## src/rtl/gps_pkg.sv

```systemverilog
// Shared definitions for the GPS date path: UART receiver state encoding,
// default frame/line parameters and a debug helper for state names.
package gps_pkg;

  localparam int unsigned S_Size = 3;

  typedef enum logic [S_Size-1:0] {
    S_IDLE  = 3'd0,
    S_START = 3'd1,
    S_DATA  = 3'd2,
    S_STOP  = 3'd3,
    S_WAIT  = 3'd4
  } uart_state_e;

  localparam int unsigned DefaultB       = 8;
  localparam int unsigned DefaultClockHz = 100_000_000;
  localparam int unsigned DefaultBaud    = 9600;

  // Five ASCII characters, space padded, for waveform/debug annotation.
  function automatic logic [39:0] state_name(input uart_state_e s);
    logic [39:0] name;
    case (s)
      S_IDLE:  name = "IDLE ";
      S_START: name = "START";
      S_DATA:  name = "DATA ";
      S_STOP:  name = "STOP ";
      S_WAIT:  name = "WAIT ";
      default: name = "?????";
    endcase
    return name;
  endfunction

endpackage

```

## src/rtl/bit_synchronizer.sv

```systemverilog
// Two-flop synchroniser for a single asynchronous input; the reset value is
// chosen to match the input's idle level so no false edge appears at reset.
module bit_synchronizer #(
  parameter logic ResetValue = 1'b1
) (
  input  logic clock,
  input  logic reset,
  input  logic d,
  output logic q
);

  logic stage1_q, stage1_d;
  logic stage2_q, stage2_d;

  always_comb begin
    stage1_d = d;
    stage2_d = stage1_q;
  end

  always_ff @(posedge clock or posedge reset) begin
    if (reset) begin
      stage1_q <= ResetValue;
      stage2_q <= ResetValue;
    end else begin
      stage1_q <= stage1_d;
      stage2_q <= stage2_d;
    end
  end

  assign q = stage2_q;

endmodule

```

## src/rtl/gps_uart_rx.sv

```systemverilog
// 8N1 UART receiver feeding the GPZDA parser: one-cycle load strobe per good
// byte, one-cycle frame_error strobe per bad stop bit (byte discarded).
module gps_uart_rx
  import gps_pkg::*;
#(
  parameter int unsigned B       = DefaultB,
  parameter int unsigned ClockHz = DefaultClockHz,
  parameter int unsigned Baud    = DefaultBaud
) (
  input  logic         clock,
  input  logic         reset,
  input  logic         rx,
  output logic         load,
  output logic [B-1:0] data,
  output logic         frame_error,
  output logic         busy
);

  localparam int unsigned Div  = ClockHz / Baud;
  localparam int unsigned Half = Div / 2;
  localparam int unsigned CW   = $clog2(Div);
  localparam int unsigned BW   = (B > 1) ? $clog2(B) : 1;

  localparam logic [CW-1:0] HalfM1  = CW'(Half - 1);
  localparam logic [CW-1:0] DivM1   = CW'(Div - 1);
  localparam logic [BW-1:0] LastBit = BW'(B - 1);

  generate
    if (Div < 4) begin : g_div_check
      $error("gps_uart_rx: ClockHz/Baud must be at least 4");
    end
    if (B < 2) begin : g_b_check
      $error("gps_uart_rx: B must be at least 2");
    end
  endgenerate

  logic rx_s;

  bit_synchronizer #(
    .ResetValue(1'b1)
  ) u_rx_sync (
    .clock(clock),
    .reset(reset),
    .d    (rx),
    .q    (rx_s)
  );

  uart_state_e   state_q, state_d;
  logic [CW-1:0] count_q, count_d;
  logic [BW-1:0] bit_q, bit_d;
  logic [B-1:0]  shift_q, shift_d;
  logic [B-1:0]  data_q, data_d;
  logic          load_q, load_d;
  logic          frame_error_q, frame_error_d;
  logic          busy_q, busy_d;

  always_comb begin
    state_d       = state_q;
    count_d       = count_q + 1'b1;
    bit_d         = bit_q;
    shift_d       = shift_q;
    data_d        = data_q;
    load_d        = 1'b0;
    frame_error_d = 1'b0;

    case (state_q)
      S_IDLE: begin
        count_d = '0;
        if (!rx_s) state_d = S_START;
      end
      S_START: begin
        if (count_q == HalfM1) begin
          count_d = '0;
          state_d = rx_s ? S_IDLE : S_DATA;
        end
      end
      S_DATA: begin
        if (count_q == DivM1) begin
          count_d = '0;
          shift_d = {rx_s, shift_q[B-1:1]};
          if (bit_q == LastBit) begin
            bit_d   = '0;
            state_d = S_STOP;
          end else begin
            bit_d = bit_q + 1'b1;
          end
        end
      end
      S_STOP: begin
        // Returning to Idle at mid stop bit leaves half a bit to catch the
        // next start edge of a back-to-back frame.
        if (count_q == DivM1) begin
          count_d = '0;
          if (rx_s) begin
            data_d  = shift_q;
            load_d  = 1'b1;
            state_d = S_IDLE;
          end else begin
            frame_error_d = 1'b1;
            state_d       = S_WAIT;
          end
        end
      end
      S_WAIT: begin
        count_d = '0;
        if (rx_s) state_d = S_IDLE;
      end
      default: begin
        count_d = '0;
        state_d = S_IDLE;
      end
    endcase

    busy_d = (state_d != S_IDLE);
  end

  always_ff @(posedge clock or posedge reset) begin
    if (reset) begin
      state_q       <= S_IDLE;
      count_q       <= '0;
      bit_q         <= '0;
      shift_q       <= '0;
      data_q        <= '0;
      load_q        <= 1'b0;
      frame_error_q <= 1'b0;
      busy_q        <= 1'b0;
    end else begin
      state_q       <= state_d;
      count_q       <= count_d;
      bit_q         <= bit_d;
      shift_q       <= shift_d;
      data_q        <= data_d;
      load_q        <= load_d;
      frame_error_q <= frame_error_d;
      busy_q        <= busy_d;
    end
  end

  assign load        = load_q;
  assign data        = data_q;
  assign frame_error = frame_error_q;
  assign busy        = busy_q;

endmodule

```

## config.mk

```make
export PLATFORM = sky130hd
export DESIGN_NAME = gps_uart_rx
export DESIGN_NICKNAME = d
export VERILOG_FILES = /design/src/rtl/gps_pkg.sv /design/src/rtl/bit_synchronizer.sv /design/src/rtl/gps_uart_rx.sv
export SDC_FILE = /design/constraint.sdc
export NUM_CORES = 1
export LEC_CHECK = 0
export ABC_AREA = 0
export CAP_MARGIN = 20
export CORE_MARGIN = 1
export CORE_UTILIZATION = 35
export DETAILED_ROUTE_END_ITERATION = 16
export PLACE_DENSITY = 0.56
export SKIP_LAST_GASP = 1
export SYNTH_ARGS = -nofsm -noshare
export SYNTH_HDL_FRONTEND = slang
export SYNTH_SLANG_ARGS = --single-unit
```

## constraint.sdc

```tcl
create_clock -name clock -period 1.9 [get_ports clock]
set_input_delay 0.19 -clock clock [delete_from_list [all_inputs] [get_ports clock]]
set_output_delay 0.19 -clock clock [all_outputs]
set_load 0.05 [all_outputs]
```

==> reports/results.md <==
| Metric | This run |
|:---|:---|
| Status | finished clean |
| Vias in the first global route | 1,249 |
| Largest stage delay on the critical path | 390 ps |
| Detailed-placement wirelength estimate | 2389 µm |
| Launching element type of the critical path | flip-flop |
| TritonCTS clock tree | done |
| Maximum net fanout on the critical path | 11 |
| Syn Inst Count | 161 |
| Post-synthesis to final-layout area growth | 22.66% |
| Fill count | 495 |
| Synthesized area | 0.001938 mm² |
| Slew headroom | 66.11% |
| Average wire per cell in the routed design | 13.10 µm |
| Insertion delay to the later sink of the worst-skew pair | 290 ps |
| Global-route wire length before repair | 5982 µm |
| Commonest cells after routing, fill and taps aside | 39 x sky130_fd_sc_hd__dfrtp_1, 19 x sky130_fd_sc_hd__nor2_1, 13 x sky130_fd_sc_hd__clkdlybuf4s50_1, 13 x sky130_fd_sc_hd__buf_4, 10 x sky130_fd_sc_hd__mux2_4 |
| Crit end category | flip-flop |
| Total Nets Final | 196 |
| Fraction of the cycle the final worst path needs | 95.42% |
| Max Buffers Root-to-Sink | 2 |
| Number of buffers created by CTS | 5 |
| Share of cells above drive strength 1 | 28.27% |
| Aggregate routed wire length | 3420 µm |
| Number of buffers added to fix hold violations after cts | 0 |
| Share of power burned in the clock network | 37.7% |
| Sequential cell fraction of total power | 60.7% |
| Detailed-route vias per instance | 4.858 |
| P_int | 0.001135 W |
| FFs w/ async S/R, synth | 100.0% |
| Count of flip-flops with a built-in enable after synthesis | 0 |
| Worst reg-to-reg setup slack | 90 ps |
| Required time at the worst-slack endpoint | 2080 ps |
| Unrepaired setup endpoints after global routing | no |
| Count of max-cap constraint violations | 0 |
| Clock tree skew after final layout | 4.530 ps |
| Core area | 0.005205 mm² |
| Final period demand of the worst path | 1813 ps |
| Site row count | 26 |
| Antenna diode count | 0 |
| Root cell of the clock tree | sky130_fd_sc_hd__clkbuf_8 |
| Sink Count | 41 |
| Switching power | 0.0003119 W |
| Count of TritonRoute iterations in the first routing pass | 4 |
| Total global-route track usage | 12.99% |
| WS Path Type | flip-flop to flip-flop |
| Final instance count without filler cells | 261 |
| Maximum number of pins on one net before global-route repair | 42 |
| Number of remaining DRC errors | 0 |
| Quantity of I/O buffers inserted on ports | 13 |
| Vias after detailed routing | 1,268 |
| Synthesized net count | 167 |
| Number of pins exceeding their max-slew limit in the final report | 0 |
| Width of the die | 76.42 µm |
| Num ports | 14 |
| Total negative slack for setup checks | 0 ps |
| Part of the total power dissipated in combinational logic | 1.6% |
| Routability congestion estimate from global placement | 0.7983 |
| Dpl cells | 252 |
| Total overflow reported by the global router | 0 |
| Initial Util | 37.24% |
| Number of antenna violations at the first check in global routing | 0 |
| Netlist cell types | 39 |
| Pin slew with the least headroom to its limit | 506.8 ps |
| Mean Syn Cell Area | 12.04 µm² |
| Worst Hold Class | input port to flip-flop |
| Die outline height | 76.42 µm |
| Data arrival time at the worst-slack endpoint | 2000 ps |
| Library cell contributing the largest single delay on the critical path | sky130_fd_sc_hd__dfrtp_1 |
| Endpoints failing hold | 0 |
| Switching power as a share of total power | 21.56% |
| Yosys warning count | 0 |
| Buffer and inverter count on the worst path | 1 |
| F_max | 551.6 MHz |
| Drt first-iter violations | 64 |
| Reg clk slew, reported paths | 80 ps |
| Post-route ant nets | 0 |
| Yosys reg bits | 41 |
| Top Family by Delay on Critical Path | simple AND/OR/NAND/NOR gates |
| Total leakage power | 1.102 nW |
| Peak supply drop | 0.0002518 V |
| Overall die area | 0.005839 mm² |
| Count of H-tree levels built during CTS | 2 |
| Main flop type after synthesis | sky130_fd_sc_hd__dfrtp_1 |
| Power Dens Cells | 608.5 mW/mm² |
| Final setup viols | 0 |
| Seq/Total Area, Yosys | 53.07% |
| Critical-path cell list | ha_1 > and4_2 > nand4_4 > nor3b_4 > buf_12 > mux2_2 |
| Most common cell after layout, fill and taps aside | sky130_fd_sc_hd__dfrtp_1 |
[cell usage after synthesis (2+ instances only)]
cell type	n	share of area, %
sky130_fd_sc_hd__dfrtp_1	39	50
sky130_fd_sc_hd__nor2_1	19	3.7
sky130_fd_sc_hd__mux2_4	10	7.7
sky130_fd_sc_hd__mux2_2	9	5.2
sky130_fd_sc_hd__nand3_1	8	2.1
sky130_fd_sc_hd__xnor2_1	8	3.6
sky130_fd_sc_hd__nand2_1	7	1.4
sky130_fd_sc_hd__inv_1	5	0.97
sky130_fd_sc_hd__nor3_1	5	1.3
sky130_fd_sc_hd__o21ai_0	4	1.0
sky130_fd_sc_hd__xor2_1	4	1.8
sky130_fd_sc_hd__buf_4	3	1.2
sky130_fd_sc_hd__ha_1	3	1.9
sky130_fd_sc_hd__nand4_1	3	0.97
sky130_fd_sc_hd__nor2b_1	3	0.97
sky130_fd_sc_hd__nor4_1	3	0.97
sky130_fd_sc_hd__nor4b_2	3	2.3
sky130_fd_sc_hd__and4_1	2	0.90
sky130_fd_sc_hd__dfstp_2	2	2.7
sky130_fd_sc_hd__nand4_2	2	1.3
[cell type report]
class	count	area, µm²	area share (%)
Timing Repair Buffer	29	287.8	12.11
Clock buffer	5	68.82	2.895
Clock inverter	3	17.52	0.7368
Tap cell	70	87.58	3.684
Sequential cell	41	1028	43.26
Multi-Input combinational cell	108	868.3	36.53
Inverter	5	18.77	0.7895
[final timing paths]
check / start / end / depth (start not counted)
hold / removal: rx / u_rx_sync.stage1_q$_DFF_PP1_ / 1
hold reg to reg: u_rx_sync.stage1_q$_DFF_PP1_ / u_rx_sync.q$_DFF_PP1_ / 0
setup reg to reg: count_q[0]$_DFF_PP0_ / shift_q[3]$_DFFE_PP0P_ / 6
setup / recovery: count_q[0]$_DFF_PP0_ / shift_q[3]$_DFFE_PP0P_ / 6
max in group asynchronous: reset / u_rx_sync.q$_DFF_PP1_ / 3
min in group asynchronous: reset / count_q[4]$_DFF_PP0_ / 3
[metrics by stage]
step                total power [W]  utilization (%)  hold slack (ps)  setup slack, ps  instance area, µm²
CTS                        0.001475            45.05            289.6            16.81                2345
global route               0.001522            45.67            285.5            4.924                2377
global placement          0.0009194            43.39            348.0            63.06                2258
floorplan                 0.0009086                -            194.5            58.47                1938
finish                     0.001447            45.67            299.8            87.06                2377
detailed placement        0.0009199            43.39            349.0            23.48                2258
[per-layer routing]
metal / vias to the layer above / GRT usage [%] / share of wire [%]
met1: 612 / 16.39 / 46
met3: 8 / 2.874 / 3.2
li1: 622 / - / -
met2: 26 / 21.26 / 49
met5: - / 0 / 0
met4: 0 / 5.769 / 1.9
[state kept, by name, summed over array words and instances (netlist names)]
signal	count
data	8
busy	1
frame_error	1
load	1
u_rx_sync.q	1
count_q	14
state_q	3
shift_q	8
u_rx_sync.stage1_q	1
bit_q	3
[power by group through the flow]
stage,registers [W],clock network [W],logic (W)
global placement,0.000896,0,0.0000238
detailed placement,0.000896,0,0.0000243
floorplan,0.000895,0,0.0000139
global route,0.000879,0.000616,0.0000273
finish,0.000879,0.000545,0.0000227
CTS,0.000878,0.000572,0.0000245
[kinds of logic (layout without fill, tap and decap cells)]
kind of cell,Yosys count,in the layout,synth area share [%]
fa+ha+maj,3,3,1.937
simple gates,65,65,20.08
xor+xnor,12,12,5.423
compound gates,9,9,3.099
mux,19,19,12.98
buf+inv,12,42,3.421
flops,41,41,53.07
[timing repair]
| item | CTS | global route |
|---|---|---|
| endpoints found under the setup margin | 0 | 5 |
| setup buffers | 0 | 1 |
| resized for setup | 0 | 4 |
Note: power is estimated with default switching activity, not from simulation.
==> variant, RTL diff (same settings) <==
Change the package constant `DefaultB` from 8 to 16.
--- a/src/rtl/gps_pkg.sv
+++ b/src/rtl/gps_pkg.sv
@@ -12,7 +12,7 @@
     S_WAIT  = 3'd4
   } uart_state_e;
 
-  localparam int unsigned DefaultB       = 8;
+  localparam int unsigned DefaultB       = 16;
   localparam int unsigned DefaultClockHz = 100_000_000;
   localparam int unsigned DefaultBaud    = 9600;
 
Ports: changed (resized data); port bits go from 14 to 22. The function was not compared with the original's and may differ.
==> variant against the unedited design <==
The flow now finishes with violations (negative setup slack). Sequential cell count is 17 higher. Design area increased by 44%. Clock power is 110% higher. Non-clock buffer count increased by 23. Area after synthesis grew 28%. Via count increased by 23%. Synthesized cell count increased by 16%. Utilization grew 4.6 points. Routed wire length up 35%. Setup slack lost 0.57 ns. Sequential share of layout area decreased by 0.90 points. Worst hold slack got worse by 0.097 ns. Power rose by 69%.
==> variant: results (changes against the unedited design) <==
stage,metric,value,unit,change
run_status,status,"complete, but fails checks",,
run_status,failing checks,negative setup slack,,
global_routing,pin count of the biggest net entering global routing,39,,-7.1%
yosys,Cell variety after synth,40,,+2.6%
layout,final-stage net count,249,,+27%
placed_design,placed wire-length estimate,2830,um,+18%
setup_path,RR Startpoint,count_q[4],,
setup_path,arrival time worst endpoint,2.60,ns,+0.60 ns
timing,Clock Skew,0.00674,ns,+0.00221 ns
pwr,sequential power share,50.9,%,-9.8 points
global_routing,vias in the first global route,1555,,+24%
global_routing,first-pass GRT wire length,7490,um,+25%
yosys,synth warn,0,,unchanged
route,mean number of vias per cell,4.54,,-6.6%
clocking,setup bufs post-CTS,1,,+1
yosys,main area contributors after synthesis,"dfrtp_1, mux2_2, mux2_4",,
worst_hold_path,Hold/Removal Path Class,in2async,,
timing,Final setup viols,55,,+55
clocking,H-tree Lvls,3,,+1
setup_path,crit path to,data[10],,
pwr,Max VDD drop,391,uV,+55%
placed_design,worst slack at placement,-0.429,ns,-0.453 ns
setup_path,CP max stage delay,0.60,ns,+0.21 ns
clocking,clock latency on the worst-skew pair,0.33,ns,+0.04 ns
timing,setup TNS,-21.39,ns,-21.39 ns
pwr,Pint,0.00192,W,+70%
timing,post-route setup slack,-0.481,ns,-0.568 ns
yosys,list of most frequent post-synthesis cells,"dfrtp_1, mux2_2, nor2_1",,
clocking,Resize count post-CTS,2,,+2
pwr,Clk power,0.00116,W,+110%
pwr,Leakage,1.57,nW,+42%
timing,relative slew slack,66.9,%,+0.77 points
layout,share of layout cells above drive strength 1,39.0,%,+11 points
placed_design,Final GP Congestion,0.717,,-10%
setup_path,slowest library cell on the worst path,or4_4,,
yosys,Syn Nets,192,,+15%
setup_path,crit-path max FO,6,,-5
clocking,total CTS buffers,9,,+4
route,Starting DRT DRC Count,67,,+4.7%
placed_design,I/O Buffers,21,,+8
route,WL per Instance,13.4,um,+2.0%
route,DR DRC count,0,,unchanged
variant: changes by cell type in the layout (fill, tap and decap cells not counted), sizes merged, moves of 4 or more:
cell           delta
clkdlybuf4s50     +8
nor4b             -4
dfrtp            +17
nand4             -5
mux2             +14
buf              +12
clkbuf           +10
variant: worst min-delay path by stage:
stage	startpoint	endpoint	slack (ns)
final	reset	data[10]	0.20
after global routing	reset	data[7]	0.25
after CTS	reset	data[10]	0.20
after detailed placement	u_rx_sync.stage1_q	u_rx_sync.q	0.35
after global placement	u_rx_sync.stage1_q	u_rx_sync.q	0.35
after floorplan	rx	u_rx_sync.stage1_q	0.19
variant: routing by layer:
metal  up-vias  wire [um]  part of all wire [%]  track usage (%)
li1        761          -                     -                -
met1       771       2370                    51             18.6
met2        25       2030                    44             18.9
met3         8        132                   2.9             4.00
met4         0         87                   1.9             7.73
met5         -          0                     0                0
variant: cell type report:
type / count / area, um^2
multi-input cells: 118 / 1070
repair buffers: 52 / 562
clock buffers: 12 / 155
fillers: 620 / 3400
clock inverters: 4 / 50.0
flip-flops and latches: 58 / 1450
well taps: 96 / 120
inverters: 5 / 18.8
variant: cell families (layout without fill, tap and decap cells):
| family | after synthesis | in the layout | share of synthesized area [%] |
|---|---|---|---|
| xor+xnor | 13 | 13 | 4.59 |
| fa+ha+maj | 2 | 2 | 1.01 |
| compound gates | 9 | 9 | 2.42 |
| mux | 34 | 34 | 16.7 |
| buf+inv | 11 | 73 | 2.72 |
| flops | 58 | 58 | 58.6 |
| simple gates | 60 | 60 | 14.0 |
variant: metrics by stage:
step	util, %	cell area, um^2	std cells
final	50.2	3430	345
after floorplan	-	2570	187
after CTS	47.8	3270	338
after global routing	50.2	3430	345
after detailed placement	44.7	3050	321
after global placement	44.7	3050	321
